==> config.mk <==
export PLATFORM = sky130hd
export DESIGN_NAME = mm_requant_stage
export DESIGN_NICKNAME = d
export VERILOG_FILES = /design/src/rtl/mm_pkg.sv /design/src/rtl/mm_requant_lane.sv /design/src/rtl/mm_requant_stage.sv
export SDC_FILE = /design/constraint.sdc
export NUM_CORES = 2
export LEC_CHECK = 0
export ABC_AREA = 1
export CAP_MARGIN = 20
export CORE_MARGIN = 8
export CORE_UTILIZATION = 61
export CTS_CLUSTER_SIZE = 12
export DETAILED_ROUTE_END_ITERATION = 10
export GPL_TIMING_DRIVEN = 0
export HOLD_SLACK_MARGIN = 0.03
export PLACE_DENSITY = 0.83
export SYNTH_ARGS = -nofsm -noshare
export SYNTH_HDL_FRONTEND = slang
export SYNTH_HIERARCHICAL = 1
export SYNTH_SLANG_ARGS = --single-unit
export TNS_END_PERCENT = 1
==> constraint.sdc <==
create_clock -name clk -period 7.7 [get_ports clk]
set_input_delay 1.54 -clock clk [delete_from_list [all_inputs] [get_ports clk]]
set_output_delay 1.54 -clock clk [all_outputs]
set_load 0.03 [all_outputs]
==> src/rtl/mm_pkg.sv <==
// rtl/mm_pkg.sv - shared state enum, default widths and lane saturation for the requant stage
package mm_pkg;

    typedef enum logic [1:0] {
        ST_IDLE  = 2'd0,
        ST_RUN   = 2'd1,
        ST_DRAIN = 2'd2
    } state_e;

    localparam int DEF_LANES   = 16;
    localparam int DEF_ACC_W   = 24;
    localparam int DEF_OUT_W   = 8;
    localparam int DEF_SHIFT_W = 5;
    localparam int DEF_LEN_W   = 16;

    // Works on a 64-bit sign-extended value so one function serves every lane width.
    function automatic logic signed [63:0] sat_val(input logic signed [63:0] x,
                                                   input int unsigned      out_w);
        logic signed [63:0] hi;
        logic signed [63:0] lo;
        hi = (64'sd1 <<< (out_w - 1)) - 64'sd1;
        lo = -(64'sd1 <<< (out_w - 1));
        if (x > hi) begin
            return hi;
        end else if (x < lo) begin
            return lo;
        end
        return x;
    endfunction

endpackage

==> src/rtl/mm_requant_lane.sv <==
// rtl/mm_requant_lane.sv - one lane of round, arithmetic shift and saturate (optional MM_REQUANT_RELU_EN clamp)
module mm_requant_lane
    import mm_pkg::*;
#(
    parameter int ACC_W   = DEF_ACC_W,
    parameter int OUT_W   = DEF_OUT_W,
    parameter int SHIFT_W = DEF_SHIFT_W
) (
    input  logic [ACC_W-1:0]   acc,
    input  logic [SHIFT_W-1:0] shift,
    input  logic               round_en,
`ifdef MM_REQUANT_RELU_EN
    input  logic               relu_en,
`endif
    output logic [OUT_W-1:0]   res
);

    logic signed [ACC_W:0] rnd;
    logic signed [ACC_W:0] sum;
    logic signed [ACC_W:0] shifted;
    logic signed [63:0]    wide;
    logic signed [63:0]    sat;

    always_comb begin
        rnd = '0;
        if (round_en && (shift != '0)) begin
            rnd = $signed({{ACC_W{1'b0}}, 1'b1} << (shift - SHIFT_W'(1)));
        end
        // One extra bit keeps the rounding increment from wrapping at the positive limit.
        sum     = $signed({acc[ACC_W-1], acc}) + rnd;
        shifted = sum >>> shift;
        wide    = {{(63 - ACC_W){shifted[ACC_W]}}, shifted};
        sat     = sat_val(wide, OUT_W);
`ifdef MM_REQUANT_RELU_EN
        if (relu_en && sat[63]) begin
            sat = '0;
        end
`endif
        res = sat[OUT_W-1:0];
    end

endmodule

==> src/rtl/mm_requant_stage.sv <==
// rtl/mm_requant_stage.sv - job-configured requantization stage with 2-entry output buffer (optional MM_REQUANT_RELU_EN)
module mm_requant_stage
    import mm_pkg::*;
#(
    parameter int LANES   = DEF_LANES,
    parameter int ACC_W   = DEF_ACC_W,
    parameter int OUT_W   = DEF_OUT_W,
    parameter int SHIFT_W = DEF_SHIFT_W,
    parameter int LEN_W   = DEF_LEN_W
) (
    input  logic                     clk,
    input  logic                     rst_n,
    input  logic                     cfg_valid,
    output logic                     cfg_ready,
    input  logic [SHIFT_W-1:0]       cfg_shift,
    input  logic                     cfg_round,
    input  logic [LEN_W-1:0]         cfg_beats,
`ifdef MM_REQUANT_RELU_EN
    input  logic                     cfg_relu,
`endif
    input  logic                     in_valid,
    output logic                     in_ready,
    input  logic                     in_last,
    input  logic [LANES*ACC_W-1:0]   in_data,
    output logic                     out_valid,
    input  logic                     out_ready,
    output logic                     out_last,
    output logic [LANES*OUT_W-1:0]   out_data,
    output logic                     busy,
    output logic                     err_last
);

    state_e                   state_q, state_d;
    logic [SHIFT_W-1:0]       shift_q, shift_d;
    logic                     round_q, round_d;
    logic [LEN_W-1:0]         beats_q, beats_d;
    logic [LEN_W-1:0]         beat_q, beat_d;
    logic                     err_q, err_d;
    logic [1:0]               cnt_q, cnt_d;
    logic [LANES*OUT_W-1:0]   ent0_q, ent0_d, ent1_q, ent1_d;
    logic                     last0_q, last0_d, last1_q, last1_d;
`ifdef MM_REQUANT_RELU_EN
    logic                     relu_q, relu_d;
`endif

    logic [LANES*OUT_W-1:0]   res_data;
    logic                     push;
    logic                     pop;
    logic                     new_last;

    for (genvar i = 0; i < LANES; i++) begin : g_lane
        mm_requant_lane #(
            .ACC_W   (ACC_W),
            .OUT_W   (OUT_W),
            .SHIFT_W (SHIFT_W)
        ) u_lane (
            .acc      (in_data[i*ACC_W +: ACC_W]),
            .shift    (shift_q),
            .round_en (round_q),
`ifdef MM_REQUANT_RELU_EN
            .relu_en  (relu_q),
`endif
            .res      (res_data[i*OUT_W +: OUT_W])
        );
    end

    // A full buffer still accepts when the head drains in the same cycle.
    assign in_ready  = (state_q == ST_RUN) && ((cnt_q != 2'd2) || out_ready);
    assign cfg_ready = (state_q == ST_IDLE);
    assign busy      = (state_q != ST_IDLE);
    assign out_valid = (cnt_q != 2'd0);
    assign out_data  = ent0_q;
    assign out_last  = last0_q;
    assign err_last  = err_q;

    assign push     = in_valid && in_ready;
    assign pop      = out_valid && out_ready;
    assign new_last = (beat_q == beats_q);

    always_comb begin
        state_d = state_q;
        shift_d = shift_q;
        round_d = round_q;
        beats_d = beats_q;
        beat_d  = beat_q;
        err_d   = err_q;
        cnt_d   = cnt_q;
        ent0_d  = ent0_q;
        ent1_d  = ent1_q;
        last0_d = last0_q;
        last1_d = last1_q;
`ifdef MM_REQUANT_RELU_EN
        relu_d  = relu_q;
`endif

        case (state_q)
            ST_IDLE: begin
                if (cfg_valid) begin
                    shift_d = cfg_shift;
                    round_d = cfg_round;
                    beats_d = cfg_beats;
`ifdef MM_REQUANT_RELU_EN
                    relu_d  = cfg_relu;
`endif
                    beat_d  = '0;
                    err_d   = 1'b0;
                    state_d = ST_RUN;
                end
            end
            ST_RUN: begin
                if (push) begin
                    if (new_last) begin
                        state_d = ST_DRAIN;
                        if (!in_last) err_d = 1'b1;
                    end else begin
                        if (in_last) err_d = 1'b1;
                        beat_d = beat_q + LEN_W'(1);
                    end
                end
            end
            ST_DRAIN: begin
                if (cnt_q == 2'd0) state_d = ST_IDLE;
            end
            default: state_d = ST_IDLE;
        endcase

        case ({push, pop})
            2'b10: begin
                if (cnt_q == 2'd0) begin
                    ent0_d  = res_data;
                    last0_d = new_last;
                end else begin
                    ent1_d  = res_data;
                    last1_d = new_last;
                end
                cnt_d = cnt_q + 2'd1;
            end
            2'b01: begin
                ent0_d  = ent1_q;
                last0_d = last1_q;
                cnt_d   = cnt_q - 2'd1;
            end
            2'b11: begin
                if (cnt_q == 2'd1) begin
                    ent0_d  = res_data;
                    last0_d = new_last;
                end else begin
                    ent0_d  = ent1_q;
                    last0_d = last1_q;
                    ent1_d  = res_data;
                    last1_d = new_last;
                end
            end
            default: ;
        endcase
    end

    always_ff @(posedge clk or negedge rst_n) begin
        if (!rst_n) begin
            state_q <= ST_IDLE;
            shift_q <= '0;
            round_q <= 1'b0;
            beats_q <= '0;
            beat_q  <= '0;
            err_q   <= 1'b0;
            cnt_q   <= 2'd0;
            ent0_q  <= '0;
            ent1_q  <= '0;
            last0_q <= 1'b0;
            last1_q <= 1'b0;
`ifdef MM_REQUANT_RELU_EN
            relu_q  <= 1'b0;
`endif
        end else begin
            state_q <= state_d;
            shift_q <= shift_d;
            round_q <= round_d;
            beats_q <= beats_d;
            beat_q  <= beat_d;
            err_q   <= err_d;
            cnt_q   <= cnt_d;
            ent0_q  <= ent0_d;
            ent1_q  <= ent1_d;
            last0_q <= last0_d;
            last1_q <= last1_d;
`ifdef MM_REQUANT_RELU_EN
            relu_q  <= relu_d;
`endif
        end
    end

endmodule

==> metrics.txt <==
post-synthesis sequential element count=301; Tcrit/Tclk final=83.7%; vias in the first global route=89700; Worst slew margin=39.8%; Die H=362 um; clk_skew=0.0300 ns; syn_area_per_cell=5.12 sq um; Finished Core Util=68.6%; crit end category=flip-flop; Yosys warnings=6; Syn Nets=15100; Yosys top cell area share=28.5%; unique cell type count in the Yosys netlist=56; required time worst endpoint=8.11 ns; area grow syn2layout=12.1%; top post-synthesis cells by area=nand2_1 (28%), nand3_1 (16%), dfrtp_1 (10%), inv_1 (9.1%), ha_1 (6.7%); leakage dissipation=45.3 nW; via count=97400; Core Area=119000 sq um; Post-CTS Setup Bufs=0; Post-Syn Area=73000 sq um; setup-violating endpoint count in the final report=0; Pwr Total=28.9 mW; Via density=5.90; DIE AREA=131000 sq um; f_max=155 MHz; largest net degree at the start of global routing=122; startpoint types=flip-flop; fin crit period=6.45 ns; Final nets=15700; worst slew pin tran=0.904 ns; pwr dens=354 nW/um^2; CTS Root Cell=clkbuf_16; Slowest cell on crit path=dfrtp_4; crit path kind=flip-flop to flip-flop; violated checks=DRC; Total GRT Usage=41.4%; gr ovfl total=0; largest area contributor in the netlist=nand2_1; drt first pass iters=11; Die W=362 um; Routed Antenna Nets=0; Clock Tree Buf Depth=3; Wirelength per Cell=17.6 um; Core Rows=127; Clk pin slew, worst setup/hold paths=0.06 ns; post-cts hold buffer count=0; placed cell count=16400; share of layout cells above drive strength 1=6.38%; HPWL reported at the end of detailed placement=240000 um; CTS tree=done; initial antenna violation count=22; Placer Congestion=1.11; Initial Util=61.2%; # DRC=3; Top Ports=546; Max-cap violations=0; number of gates resized after CTS=0; RSZ-0062 raised after global routing=no; TritonCTS Buffers=34; sequential share of the synthesized area=10.3%; Fin. Hold Viols=0; Post-Route WL=291000 um; CTS sink cnt=301; first-pass GRT wire length=453000 um; cells after synthesis=14300; worst skew pair latency=0.54 ns; worst-path fanout max=22; status=finished with violations; Slew Viols, Final=0; min-delay worst type=flip-flop to flip-flop; slowest stage delay, CP=0.68 ns; CTS H-tree depth=2; Layout Cells excl Fill=16500; peak supply drop=0.235 mV; CP arrival=6.86 ns; PortBufs=545; DRT iter0 DRCs=12100
==> cell usage in the layout (no fill, tap or decap), drive strengths merged, types with 148 or more instances in the layout <==
cell type,n
a21oi,323
buf,275
clkbuf,235
clkdlybuf4s50,544
dfrtp,301
ha,391
inv,1864
nand2,5858
nand3,2479
nand4,204
nor2,1229
nor3,148
o21ai,499
==> flip-flops by register name, summed over array words and instances (netlist names) <==
register and cells:
beat_q 16, beats_q 16, cnt_q 2, ent1_q 128
err_last 1, last1_q 1, out_data 128, out_last 1
round_q 1, shift_q 5, state_q 2
==> area by class of cell <==
cell class / count / area (sq um)
Antenna cell: 23 / 57.6
Timing Repair Buffer: 554 / 5690
Clock inverter: 9 / 104
Inverter: 1917 / 7240
Sequential cell: 301 / 7550
Clock buffer: 44 / 938
Buffer: 456 / 1960
Tap cell: 1612 / 2020
Multi-Input combinational cell: 11600 / 56200
Fill cell: 11700 / 37500
==> layer usage <==
layer / track usage [%] / part of all wire (%) / routed length, um / vias to the layer above
met3: 9.78 / 13 / 36700 / 1287
met4: 23.9 / 6.9 / 20000 / 12
met2: 65.9 / 43 / 124000 / 6036
met5: 0 / 0.032 / 92 / -
met1: 51.1 / 38 / 110000 / 43300
li1: - / - / - / 46800
==> report_power, final <==
part           internal, mW  total (mW)  switching (mW)  leakage [nW]
combinational          7.20        24.0            16.8          41.0
clock                 0.896        1.59           0.697         0.505
sequential             2.32        3.31           0.989          3.73
total                  10.4        28.9            18.5          45.3
==> critical path: cells and delay by family (launching register included) <==
kind	cells	cell delay [ns]
compound gates	4	0.85
fa+ha+maj	2	0.49
buf+inv	7	1.85
flops	1	0.68
simple gates	21	2.42
==> cells by family after synthesis <==
kind of cell	share of synthesized area, %
muxes	0.147
AOI/OAI and AO/OA	7.34
DFF	10.3
adders and majority gates	7.14
and+or+nand+nor	60.6
xor gates and xnor gates	1.85
buffers and inverters	12.6
==> metrics by stage <==
step,cell area [sq um],TNS [ns],setup slack [ns],hold slack (ns)
final,81800,0,1.25,0.484
after detailed placement,80700,0,1.55,0.464
after floorplan,73000,0,1.66,0.453
after global placement,80500,-2940.75,-7.54,0.463
after global routing,81800,0,0.888,0.499
after CTS,81800,0,1.54,0.485
==> final timing paths <==
kind | slack, ns | to | from | depth (start not counted)
setup / recovery | 1.25 | out_data[80] | shift_q[1] | 34
hold / removal | 0.48 | out_data[68] | out_data[68] | 2
setup reg to reg | 1.25 | out_data[80] | shift_q[1] | 34
hold reg to reg | 0.48 | out_data[68] | out_data[68] | 2
max in group asynchronous | 5.65 | out_data[124] | rst_n | 2
min in group asynchronous | 0.95 | out_data[33] | rst_n | 1
==> synth_stat cells (all sizes together) <==
cell type	number
nand2	5858
nand3	2479
inv	1861
nor2	1229
o21ai	499
ha	391
a21oi	323
dfrtp	301
buf	265
nand4	204
clkbuf	191
nor3	148
xnor2	80
xor2	74
nand3b	63
clkinv	56
o221ai	46
and2	35
o211ai	32
or2	28
a31oi	27
fa	16
o311ai	14
a211oi	13
mux2	6
o22ai	6
mux2i	4
nor4	3
o21bai	3
a31o	1
nand2b	1
o2111ai	1
o32ai	1
Power figures use the tool's default switching activity.
